**config.mk**
```make
export PLATFORM = sky130hd
export DESIGN_NAME = fetch_vector_unit
export DESIGN_NICKNAME = d
export VERILOG_FILES = /design/src/rtl/fetch_vector_unit_pkg.sv /design/src/rtl/fetch_pc_reg.sv /design/src/rtl/fetch_vector_unit.sv
export SDC_FILE = /design/constraint.sdc
export NUM_CORES = 1
export LEC_CHECK = 0
export CORE_AREA = 2 2 109 69
export CTS_BUF_LIST = sky130_fd_sc_hd__clkbuf_8
export DETAILED_ROUTE_END_ITERATION = 10
export DIE_AREA = 0 0 111 71
export HOLD_SLACK_MARGIN = 0.02
export PLACE_DENSITY = 0.84
export RECOVER_POWER = 25
export SLEW_MARGIN = 20
export SYNTH_ARGS = -nofsm -noshare
export SYNTH_HDL_FRONTEND = slang
export SYNTH_SLANG_ARGS = --single-unit
```
**constraint.sdc**
```tcl
create_clock -name clk -period 2.6 [get_ports clk]
set_input_delay 0.52 -clock clk [delete_from_list [all_inputs] [get_ports clk]]
set_output_delay 0.52 -clock clk [all_outputs]
set_load 0.1 [all_outputs]
```
**src/rtl/fetch_vector_unit_pkg.sv**
```systemverilog
// Shared fetch definitions: vector slot codes, FSM state encoding and PC source select.
package fetch_vector_unit_pkg;

  // Slot codes match the fetch controller's fetchSrc encoding.
  localparam logic [1:0] VEC_RST = 2'b00;
  localparam logic [1:0] VEC_INT = 2'b01;

  typedef enum logic [1:0] {
    StNorm = 2'b00,
    StVhi  = 2'b01,
    StVlo  = 2'b10
  } fetch_state_e;

  typedef enum logic [1:0] {
    PcHold = 2'b00,
    PcInc  = 2'b01,
    PcLoad = 2'b10
  } pc_sel_e;

  // Word offset of a vector half inside the table: slot n uses 2n (hi) and 2n+1 (lo).
  function automatic logic [2:0] vec_word_offset(input logic [1:0] src, input logic lo);
    return {src, lo};
  endfunction

endpackage

```
**src/rtl/fetch_pc_reg.sv**
```systemverilog
// Fetch PC register: holds, increments (wrapping) or loads a {hi,lo} vector.
module fetch_pc_reg
  import fetch_vector_unit_pkg::*;
#(
  parameter int unsigned           PC_WIDTH = 32,
  parameter logic [PC_WIDTH-1:0]   RESET_PC = '0
) (
  input  logic                clk,
  input  logic                rst,
  input  logic                inc,
  input  logic                load,
  input  logic [PC_WIDTH-1:0] load_val,
  output logic [PC_WIDTH-1:0] pc
);

  pc_sel_e             sel;
  logic [PC_WIDTH-1:0] pc_q, pc_d;

  // A vector load always wins over a concurrent increment.
  always_comb begin
    sel = PcHold;
    if (load) begin
      sel = PcLoad;
    end else if (inc) begin
      sel = PcInc;
    end
  end

  always_comb begin
    pc_d = pc_q;
    unique case (sel)
      PcInc:   pc_d = pc_q + PC_WIDTH'(1);
      PcLoad:  pc_d = load_val;
      default: pc_d = pc_q;
    endcase
  end

  always_ff @(posedge clk or negedge rst) begin
    if (!rst) begin
      pc_q <= RESET_PC;
    end else begin
      pc_q <= pc_d;
    end
  end

  assign pc = pc_q;

endmodule

```
**src/rtl/fetch_vector_unit.sv**
```systemverilog
// Instruction-fetch datapath: streams words from the PC and loads two-word vectors on request.
module fetch_vector_unit
  import fetch_vector_unit_pkg::*;
#(
  parameter int unsigned                DATA_WIDTH = 16,
  parameter logic [2*DATA_WIDTH-1:0]    VEC_BASE   = '0,
  parameter logic [2*DATA_WIDTH-1:0]    RESET_PC   = '0
) (
  input  logic                    clk,
  input  logic                    rst,
  input  logic                    fetch,
  input  logic                    extend,
  input  logic [1:0]              fetchSrc,
  input  logic                    stall,
  output logic                    memRead,
  output logic [2*DATA_WIDTH-1:0] memAddr,
  input  logic [DATA_WIDTH-1:0]   memData,
  input  logic                    memReady,
  output logic [DATA_WIDTH-1:0]   instr,
  output logic                    valid,
  output logic [2*DATA_WIDTH-1:0] pc,
  output logic                    vecBusy
);

  localparam int unsigned PcWidth = 2 * DATA_WIDTH;

  fetch_state_e          state_q;
  logic [1:0]            src_q;
  logic [DATA_WIDTH-1:0] hi_q;

  logic                  read_req;
  logic                  read_done;
  logic                  pc_inc;
  logic                  pc_load;
  logic [PcWidth-1:0]    vec_addr;

  assign vec_addr = VEC_BASE + PcWidth'(vec_word_offset(src_q, state_q == StVlo));

  always_comb begin
    read_req = 1'b0;
    memAddr  = pc;
    unique case (state_q)
      StNorm: begin
        read_req = !stall;
        memAddr  = pc;
      end
      StVhi, StVlo: begin
        read_req = 1'b1;
        memAddr  = vec_addr;
      end
      default: begin
        read_req = 1'b0;
        memAddr  = pc;
      end
    endcase
  end

  // Gate the strobe with reset so nothing is requested while the unit is held in reset.
  assign memRead   = read_req & rst;
  assign read_done = memRead & memReady;
  assign valid     = read_done & (state_q == StNorm);
  assign instr     = valid ? memData : '0;
  assign pc_inc    = valid;
  assign pc_load   = read_done & (state_q == StVlo);
  assign vecBusy   = (state_q != StNorm);

  always_ff @(posedge clk or negedge rst) begin
    if (!rst) begin
      state_q <= StNorm;
      src_q   <= VEC_RST;
      hi_q    <= '0;
    end else begin
      unique case (state_q)
        StNorm: begin
          if (fetch && extend) begin
            src_q   <= fetchSrc;
            state_q <= StVhi;
          end
        end
        StVhi: begin
          if (memReady) begin
            hi_q    <= memData;
            state_q <= StVlo;
          end
        end
        StVlo: begin
          if (memReady) begin
            state_q <= StNorm;
          end
        end
        default: state_q <= StNorm;
      endcase
    end
  end

  fetch_pc_reg #(
    .PC_WIDTH (PcWidth),
    .RESET_PC (RESET_PC)
  ) u_pc_reg (
    .clk      (clk),
    .rst      (rst),
    .inc      (pc_inc),
    .load     (pc_load),
    .load_val ({hi_q, memData}),
    .pc       (pc)
  );

endmodule

```
Word level (Yosys, flattened, before mapping)
Cells that the tools add are included.
{"block": "totals", "ff_bits": 52, "input_bits": 24, "output_inout_bits": 83, "wordCells": 35}
{"block": "classes", "n_addsub": 1, "n_eq_ne": 7, "n_mux": 10, "bitwise": 4, "n_reduce_logical": 9}
{"op": "$pmux W32 S2", "n": 1}
{"op": "$add A32 B1 Y32 const B", "n": 1}
{"op": "$mux W32", "n": 1}
{"op": "$mux W16", "n": 1}
{"op": "$mux W2", "n": 4}
{"op": "$pmux W2 S3", "n": 1}
{"op": "$and A1 B1 Y1", "n": 4}
{"op": "$eq A2 B1 Y1 const B", "n": 2}
{"op": "$eq A2 B2 Y1 const B", "n": 2}
{"op": "$ne A2 B2 Y1 const B", "n": 2}
{"op": "$reduce_and A2 Y1", "n": 2}
{"op": "$reduce_bool A2 Y1", "n": 2}
{"op": "$reduce_and A3 Y1", "n": 1}
{"op": "$logic_not A2 Y1", "n": 1}
{"op": "$ne A2 B1 Y1 const B", "n": 1}
{"op": "$pmux W1 S2", "n": 1}
{"op": "$reduce_or A2 Y1", "n": 1}
{"op": "$logic_and A1 B1 Y1", "n": 1}
{"op": "$logic_not A1 Y1", "n": 1}
{"op": "$mux W1", "n": 1}

Longest topological paths before layout
Gate-level depths: netlist of run 1.
{"block": "logic_depth", "word_depth": 10, "depth_mapped": 10, "mapped_depth_nobuf": 8}

Modules after synthesis
From an unflattened synthesis of run 1, not the netlist that was laid out.
{"block": "unflattened", "hier_cells": 342, "area_unflattened_um2": 3205.6}
{"mod": "fetch_pc_reg", "n_inst": 1, "cells_per_inst": 228, "area_each_um2": 1941.9, "seq_area_each_um2": 800.8}
{"mod": "fetch_vector_unit", "n_inst": 1, "cells_per_inst": 114, "area_each_um2": 1263.7, "seq_area_each_um2": 500.5}

Least setup slack after synthesis of run 1
Ideal clock, no wire load.
{"block": "synth_timing", "path_kind": "register to output", "from": "reg state_q[0]", "to": "out memRead", "arrival_ns": 3.461, "required_ns": 2.080, "slack_ns": -1.381, "path_stages_with_launch": 7, "n_path_buf": 2, "cell_sequence": "dfrtp_1 inv_1 ha_1 buf_2 clkbuf_1 nor2_1 nor3b_1"}
{"block": "synth_via", "elab_chain_cells": 4, "elab_cells_between_ends": 6, "cone_classes": "2 x eq/ne; 1 x mux; 1 x bitwise; 2 x reduce/logical"}
{"item": "start, declared", "line_no": "fetch_vector_unit.sv:27", "source": "fetch_state_e state_q;"}
{"item": "start signal, assigned", "line_no": "fetch_vector_unit.sv:69", "source": "state_q <= StNorm;"}
{"item": "start signal, assigned", "line_no": "fetch_vector_unit.sv:77", "source": "state_q <= StVhi;"}
{"item": "start signal, assigned", "line_no": "fetch_vector_unit.sv:83", "source": "state_q <= StVlo;"}
{"item": "$eq A2 B2 Y1 or $eq A2 B1 Y1 (tied branches)", "line_no": "fetch_vector_unit.sv:42", "source": "unique case (state_q)"}
{"item": "$reduce_or A2 Y1", "line_no": "fetch_vector_unit.sv:42"}
{"item": "$pmux W1 S2 *", "line_no": "fetch_vector_unit.sv:42"}
{"item": "$and A1 B1 Y1 *", "line_no": "fetch_vector_unit.sv:59", "source": "assign memRead = read_req & rst;"}
{"item": "end, declared", "line_no": "fetch_vector_unit.sv:15", "source": "output logic memRead,"}
Mark *: on every way between the ends. The rest lies on a longest branch, timed or not.

Worst setup path in the final report of run 1
{"block": "layout_timing", "from": "reg state_q[0]", "to": "out memAddr[24]"}
{"block": "layout_via", "elab_chain_cells": 3, "elab_cells_between_ends": 4, "cone_classes": "2 x eq/ne; 1 x mux; 1 x reduce/logical"}
{"item": "$eq A2 B2 Y1 or $eq A2 B1 Y1 (tied branches)", "line_no": "fetch_vector_unit.sv:42"}
{"item": "$reduce_or A2 Y1 *", "line_no": "fetch_vector_unit.sv:42"}
{"item": "$mux W32 *", "line_no": "fetch_vector_unit.sv:42"}
{"item": "end, declared", "line_no": "fetch_vector_unit.sv:16", "source": "output logic [2*DATA_WIDTH-1:0] memAddr,"}
Marks and branches as above.

==> impl_metrics.ini, run 1 <==
[setup_path]
startpoint = state_q[0]$_DFFE_PN0P_
cpMostUsedCell = buf_4
crit_chain = inv_2 > ha_1 > buf_4 > buf_4 > nor2b_1 > buf_12
cp_slowest_stage_delay_ps = 420
required_ps = 2080
path_buf_inv = 4
path_delay_family = buffers and inverters
crit_type = flop to output pin
cp_slowest_cell = dfrtp_1
critPathLaunchType = flop
path_max_fanout = 19
timing.rr.start = u_pc_reg.pc[0]$_DFFE_PN0P_
cp.arrival_ps = 2000
critPathCaptureType = output pin
r2r_slack_ps = 420

[global_routing]
grt_max_degree = 53
grt_pass1_vias = 2982
grt_use_total_pct = 25.18
grt_pass1_wl_mm = 15.99
antenna_found_initial = 0
grt_remaining_overflow = 0

[logic_synthesis]
ys_seq_area_share_pct = 40.86
syn_nets = 372
synthFlopType = dfrtp_1
synth_area_leaders = dfrtp_1, mux2_2, nor2b_1, a22oi_1, xor2_1
ys_types = 38
async_reset_ff_share_pct = 100.0
ys_warn_count = 0
synth-edff-count = 0
ys_ff_latch = 52
synth.largest_area_cell = dfrtp_1
synth_area_per_cell_um2 = 9.338
yosysTopAreaCellShare_pct = 40.86
syn_inst = 341
syn_area_um2 = 3184

[clock_network]
clock_latency_ps = 300
clk_pin_slew_ps = 90
htree_levels = 2
cts_hold_buf = 0
clockBufferDepth = 2
cts_buffers = 5
root_buffer = clkbuf_8
cts_sinks = 52
cts_tree = built

[timing]
worst-slew-pin-transition_ps = 1269
finalCritPeriodShare_pct = 96.83
rsz0062_at_grt = yes
fmax_mhz = 397.2
finalHoldViolations = 0
layout_min_cycle_time_ps = 2517
fin_skew_ps = 4.981
setup_viol = 0
slew_viol_final = 0
tns_ps = 0
relSlewSlack_pct = 15.41

[place]
portBuffers = 106
gp_congestion = 0.9206
place_hpwl_mm = 7.147

[cells_and_area]
layout_common_cells = dfrtp_1, buf_12, buf_4, nand2_1, nor2b_1
synthToLayoutAreaGrowth_pct = 55.64
final_nets = 479
drive_above_1_share_pct = 35.41
num_antenna_cells = 0

[die]
die_w_um = 111
initial_utilization_pct = 45.91
core_area_um2 = 6937
io_pins = 107
die_area_um2 = 7881
rows = 24
fp.dieH_um = 71

[routing]
wl_met2_mm = 4.510
routed_wl_mm = 9.741
drc_errors = 0
route.antenna.remaining_nets = 0
met1Wirelength_mm = 4.324
drt-pass1-iter-count = 5
highest_layer = met4
via_per_inst = 5.887
wl_per_cell_um = 18.04
wl_met3_um = 807
drtIter0Drc = 291
vias = 3179

[flow_run]
drv_cap = 0

[min_path]
min_path_type = flop to flop
holdCritStartpoint = hi_q[0]$_DFFE_PN0P_

[outcome]
status = complete, no violations
==> cells in the mapped netlist, types with 11 or more instances <==
library cell / number
dfrtp_1: 52
nand4_1: 11
o21ai_1: 15
nand2_1: 26
o21ai_0: 20
mux2_2: 20
and2_1: 16
a21oi_1: 11
nand3_1: 15
nor2_1: 21
clkbuf_1: 11
xor2_1: 16
nor2b_1: 28
a22oi_1: 21
==> worst paths after layout <==
path,end,cells past startpoint
min reg2reg,hi_q[0]$_DFFE_PN0P_,2
min in group asynchronous,state_q[0]$_DFFE_PN0P_,2
min,hi_q[0]$_DFFE_PN0P_,2
max in group asynchronous,hi_q[6]$_DFFE_PN0P_,2
max reg2reg,u_pc_reg.pc[26]$_DFFE_PN0P_,6
max,memAddr[24],6
==> final cells by class <==
cell class / instances / area, um2
fillers: 490 / 1981
multi-input cells: 263 / 1829
flip-flops and latches: 52 / 1301
clock buffers: 6 / 82.58
well taps: 91 / 113.9
inverters: 7 / 26.28
repair buffers: 119 / 1593
clock inverters: 2 / 10.01
==> through the flow <==
stage | cell area [um2] | hold WS, ps | worst slack (ps) | cells | utilization, %
after CTS | 4945 | 411.8 | 15.40 | 540 | 71.28
after global placement | 4845 | 470.0 | 164.7 | 531 | 69.84
after floorplan | 3237 | 224.4 | -380.7 | 341 | -
after detailed placement | 4845 | 475.8 | 90.38 | 531 | 69.84
final | 4956 | 499.6 | 82.50 | 540 | 71.45
after global routing | 4956 | 520.9 | -10.48 | 540 | 71.45
==> worst reg2reg max path: stages, from the launching register on <==
cell and delay, ps:
dfrtp_1 520, ha_1 290, nand2_1 160, nor4_4 590, a31oi_1 220, o21ai_1 170
o311ai_1 120
==> cell families (layout without fill, tap and decap cells) <==
| family | count (synthesis) | count (layout) | share of synthesized area (%) |
|---|---|---|---|
| DFF | 52 | 52 | 40.86 |
| buffers and inverters | 26 | 134 | 3.772 |
| muxes | 20 | 20 | 7.073 |
| AOI/OAI and AO/OA | 82 | 82 | 15.87 |
| adders and majority gates | 7 | 7 | 2.750 |
| and+or+nand+nor | 137 | 137 | 24.99 |
| xor gates and xnor gates | 17 | 17 | 4.676 |
==> registers in the layout, summed over array words and instances, names as in the netlist <==
signal,count
src_q,2
hi_q,16
state_q,2
u_pc_reg.pc,32
==> routing by layer <==
layer	vias up	GRT usage, %
met1	1548	36.06
li1	1438	-
met2	181	39.40
met3	12	5.998
met4	0	5.556
met5	-	0
==> what timing repair did <==
| item | 4_1_cts | 5_1_grt |
|---|---|---|
| setup endpoints to repair | 4 | 33 |
| buffers inserted | 1 | 0 |
| resized for setup | 0 | 8 |
| cloned | 0 | 0 |
Power of run 1 is left out: the tool's default activity adds up to more than one toggle a clock period on the data nets, which glitch-free logic cannot reach.
==> run 2: changes to the inputs <==
Settings changed: CORE_AREA 2 2 109 69 to 8 8 115 75, DIE_AREA 0 0 111 71 to 0 0 123 83, SLEW_MARGIN 20 to default.
==> run 2 against run 1 <==
  * Critical path depth down 1
  * Core utilization down 0.18 points
  * Die area up 30%
  * Design area up 0.18%
  * Via count up 1.2%
  * Largest cell class unchanged
==> impl_metrics.ini, run 2 (synthesized netlist as in run 1, its figures left out) <==
[timing]
finalCritPeriodShare_pct = 96.08
rsz0062_at_grt = no
worst-slew-pin-transition_ps = 1284
hold_slack_ps = 508.3
finalHoldViolations = 0
slew_viol_final = 0
fmax_mhz = 400.3
setup_viol = 0
fin_skew_ps = 5.791
layout_min_cycle_time_ps = 2498
relSlewSlack_pct = 14.42

[clock_network]
clk_pin_slew_ps = 90
cts_sinks = 52
clockBufferDepth = 2
cts_buffers = 5
clock_latency_ps = 300
htree_levels = 2
cts_hold_buf = 0
cts_tree = built
root_buffer = clkbuf_8

[global_routing]
grt_pass1_wl_mm = 16.82
grt_use_total_pct = 20.21
antenna_found_initial = 0
grt_remaining_overflow = 0
grt_max_degree = 53
grt_pass1_vias = 3193

[die]
core_area_um2 = 6967
die_w_um = 123
fp.dieH_um = 83
io_pins = 107
die_area_um2 = 10210
rows = 24
initial_utilization_pct = 45.71

[setup_path]
path_max_fanout = 22
path_depth = 5
setup.worst_path.end = memAddr[1]
cp.arrival_ps = 1980
r2r_slack_ps = 410
crit_chain = inv_2 > ha_4 > buf_4 > mux2_2 > buf_12
reg2reg_depth = 6
cp_slowest_stage_delay_ps = 410
crit_type = flop to output pin
timing.rr.start = u_pc_reg.pc[0]$_DFFE_PN0P_
critPathCaptureType = output pin
startpoint = state_q[1]$_DFFE_PN0P_
critPathLaunchType = flop
regToRegEndpoint = u_pc_reg.pc[18]$_DFFE_PN0P_
required_ps = 2080
path_delay_family = buffers and inverters
path_buf_inv = 3
cp_slowest_cell = dfrtp_1

[cells_and_area]
final_area_um2 = 4965
num_antenna_cells = 0
final_cells = 540
synthToLayoutAreaGrowth_pct = 55.91
final.fill_count = 521
largest_reg_flops = 32
drive_above_1_share_pct = 34.52
final_util_pct = 71.26
layout_common_cells = dfrtp_1, buf_12, buf_4, nor2b_1, nand2_1
final_nets = 480
multiInputGateArea_um2 = 1827
regArea_um2 = 1301

[outcome]
status = complete, no violations

[routing]
vias = 3216
routed_wl_mm = 10.43
drc_errors = 0
via_per_inst = 5.956
route.antenna.remaining_nets = 0
wl_per_cell_um = 19.32
drt-pass1-iter-count = 5
drtIter0Drc = 324

[flow_run]
drv_cap = 0

[min_path]
min_path_type = flop to flop
holdCritStartpoint = hi_q[3]$_DFFE_PN0P_

[place]
placedInstanceArea_um2 = 4852
gp_congestion = 0.8442
portBuffers = 106
place_hpwl_mm = 7.785
dp_cells = 532
run 2: worst min path at each step:
| stage | slack (ps) | cells after the start | end |
|---|---|---|---|
| 2_1_floorplan | 220 | 0 | hi_q[0]$_DFFE_PN0P_ |
| 3_5_place_dp | 480 | 2 | u_pc_reg.pc[19]$_DFFE_PN0P_ |
| 4_1_cts | 390 | 2 | u_pc_reg.pc[21]$_DFFE_PN0P_ |
| 5_1_grt | 510 | 2 | u_pc_reg.pc[27]$_DFFE_PN0P_ |
| 6_report | 510 | 2 | u_pc_reg.pc[19]$_DFFE_PN0P_ |
| 3_3_place_gp | 470 | 2 | u_pc_reg.pc[27]$_DFFE_PN0P_ |
run 2: per-layer routing:
metal,global-route usage (%),share of wire (%)
met1,27.18,42
met2,31.19,46
met3,6.216,10
met4,4.244,1.3
met5,0,0
run 2: worst register-to-register path, cell delays in order (launching register included):
cell and delay, ps:
dfrtp_1 540, ha_1 280, nand2_1 160, nor4_4 590, nand4_1 210, xor2_1 180
o21ai_1 140
run 2: final cells by class:
class | count | share of cell area (%)
clock buffer | 7 | 1.941
inverter | 7 | 0.5292
multi-input combinational | 263 | 36.79
sequential | 52 | 26.21
tap | 91 | 2.293
timing repair buffer | 120 | 32.23
run 2: per-stage QoR:
step	setup WS, ps	TNS, ps
global route	3.195	0
global placement	159.3	0
detailed placement	115.9	0
finish	102.0	0
CTS	13.65	0
floorplan	-380.7	-10190
run 2: what timing repair did:
| item | 4_1_cts | 5_1_grt |
|---|---|---|
| resized for setup | 1 | 3 |
| buffers inserted | 1 | 0 |
| pin swaps | 0 | 0 |
| endpoints found under the setup margin | 7 | 19 |
Power of run 2 is left out for the same reason.
==> run 3: changes to the inputs <==
Settings changed: CELL_PAD_IN_SITES_DETAIL_PLACEMENT from default to 1, CELL_PAD_IN_SITES_GLOBAL_PLACEMENT from default to 1, CORE_AREA 8 8 115 75 to 8 8 133 86, CTS_CLUSTER_DIAMETER from default to 40, DIE_AREA 0 0 123 83 to 0 0 141 94, SYNTH_HIERARCHICAL from default to 1.
==> run 3 against run 2 <==
  * Final cell count up 12%
  * Synthesized area grew 0.67%
  * Largest cell class unchanged
  * Worst hold slack lost 11 ps
  * Via count up 0.96%
  * Critical path type unchanged
  * Design area increased by 7.1%
  * Synthesized cell count up 0.29%
==> impl_metrics.ini, run 3 <==
[cells_and_area]
final_cells = 606
synthToLayoutAreaGrowth_pct = 65.85
final.fill_count = 1026
layout_common_cells = buf_4, buf_12, dfrtp_1, nand2_1, mux2_2
final_nets = 501
final_common_cell = buf_4
drive_above_1_share_pct = 45.65
num_antenna_cells = 0
largest_reg_flops = 32

[die]
die_area_um2 = 13250
core_area_um2 = 9494
fp.dieH_um = 94
die_w_um = 141
rows = 28
io_pins = 107
initial_utilization_pct = 33.76

[logic_synthesis]
syn_nets = 373
syn_inst = 342
synth.largest_area_cell = dfrtp_1
synth-edff-count = 0
synth_area_per_cell_um2 = 9.373
synth.most_common_cell = dfrtp_1
ys_types = 46
ys_seq_area_share_pct = 40.59
ys_ff_latch = 52
async_reset_ff_share_pct = 100.0
synth_area_leaders = dfrtp_1, mux2_2, nor2b_1, nand2_1, and2_2
syn_area_um2 = 3206
ys_top_cells_by_count = dfrtp_1, nand2_1, nor2b_1, mux2_2, o21ai_0
ys_warn_count = 6
synthFlopType = dfrtp_1
yosysTopAreaCellShare_pct = 40.59

[routing]
route.antenna.remaining_nets = 0
drt-pass1-iter-count = 4
drtIter0Drc = 223
via_per_inst = 5.358
vias = 3247
routed_wl_mm = 12.31
drc_errors = 0
wl_per_cell_um = 20.32

[global_routing]
grt_pass1_wl_mm = 19.73
antenna_found_initial = 0
grt_use_total_pct = 18.65
grt_remaining_overflow = 0
grt_pass1_vias = 3525
grt_max_degree = 53

[timing]
fmax_mhz = 390.6
slew_viol_final = 0
layout_min_cycle_time_ps = 2560
finalHoldViolations = 0
rsz0062_at_grt = yes
relSlewSlack_pct = 10.89
finalCritPeriodShare_pct = 98.46
fin_skew_ps = 12.77
worst-slew-pin-transition_ps = 1337
setup_viol = 0

[clock_network]
root_buffer = clkbuf_8
clock_latency_ps = 320
cts_buffers = 5
htree_levels = 2
cts_hold_buf = 0
clk_pin_slew_ps = 100
clockBufferDepth = 2
cts_sinks = 52
cts_tree = built

[setup_path]
crit_type = flop to output pin
crit_chain = ha_4 > nand4b_1 > a21oi_4 > buf_6 > buf_8 > and2_2 > buf_12
cp.arrival_ps = 2040
required_ps = 2080
cp_slowest_cell = dfrtp_2
cp_slowest_stage_delay_ps = 480
critPathCaptureType = output pin
path_max_fanout = 10
critPathLaunchType = flop

[outcome]
status = complete, no violations

[place]
gp_congestion = 0.8873
dp_cells = 588
portBuffers = 106
place_hpwl_mm = 9.673

[min_path]
min_path_type = flop to flop

[flow_run]
drv_cap = 0
==> run 3: layout make-up <==
cell class	count	area [um2]	area share [%]
sequential	52	1311	24.66
timing repair buffer	142	1760	33.11
tap	135	168.9	3.177
clock buffer	5	68.82	1.294
clock inverter	3	47.55	0.8943
multi-input combinational	262	1924	36.20
inverter	7	35.03	0.6590
==> run 3: timing repair <==
action                                  in CTS  in global routing
endpoints found under the setup margin      12                 19
setup buffers                                3                  8
pin swaps                                    0                  3
resized for setup                            6                  7
==> run 3: cell families (layout without fill, tap and decap cells) <==
group / count (synthesis) / in the layout / share of synthesized area [%]
xor gates and xnor gates: 14 / 14 / 3.825
DFF: 52 / 52 / 40.59
muxes: 25 / 25 / 8.704
and+or+nand+nor: 170 / 170 / 30.80
adders and majority gates: 7 / 7 / 2.732
AOI/OAI and AO/OA: 46 / 46 / 9.446
buffers and inverters: 28 / 157 / 3.903
==> run 3: worst max-delay path: cells and delay by family, from the launching register on <==
kind	cells	cell delay, ps
compound gates	1	210
fa+ha+maj	1	190
buf+inv	3	450
flops	1	480
simple gates	2	390
==> run 3: path summary, 6_finish.rpt <==
path | startpoint | end | slack, ps | cells after the start
max | state_q[0]$_DFFE_PN0P_ | instr[13] | 40 | 7
min | hi_q[3]$_DFFE_PN0P_ | u_pc_reg/pc[19]$_DFFE_PN0P_ | 500 | 2
min in group asynchronous | rst | u_pc_reg/pc[19]$_DFFE_PN0P_ | 640 | 2
max in group asynchronous | rst | u_pc_reg/pc[14]$_DFFE_PN0P_ | 1060 | 2
max reg2reg | state_q[0]$_DFFE_PN0P_ | u_pc_reg/pc[30]$_DFFE_PN0P_ | 100 | 8
min reg2reg | hi_q[3]$_DFFE_PN0P_ | u_pc_reg/pc[19]$_DFFE_PN0P_ | 500 | 2
==> run 3: per-stage QoR <==
step | utilization (%) | cell area (um2) | TNS (ps) | hold slack, ps | setup slack (ps)
floorplan | - | 3413 | -1751 | 224.4 | -321.3
global placement | 53.62 | 5091 | -50.46 | 480.5 | -49.38
detailed placement | 53.62 | 5091 | -1085 | 484.7 | -197.5
CTS | 55.26 | 5246 | 0 | 411.1 | 22.04
global route | 56.00 | 5316 | -140.6 | 533.4 | -26.36
finish | 56.00 | 5316 | 0 | 497.7 | 40.01
==> run 3: layer usage <==
| layer | wire length [um] | GRT usage (%) | share of wire [%] |
|---|---|---|---|
| met1 | 5477 | 24.05 | 44 |
| met2 | 5813 | 31.21 | 47 |
| met3 | 949 | 5.175 | 7.7 |
| met4 | 72 | 2.936 | 0.58 |
| met5 | 0 | 0 | 0 |
Power of run 3 is left out for the same reason.
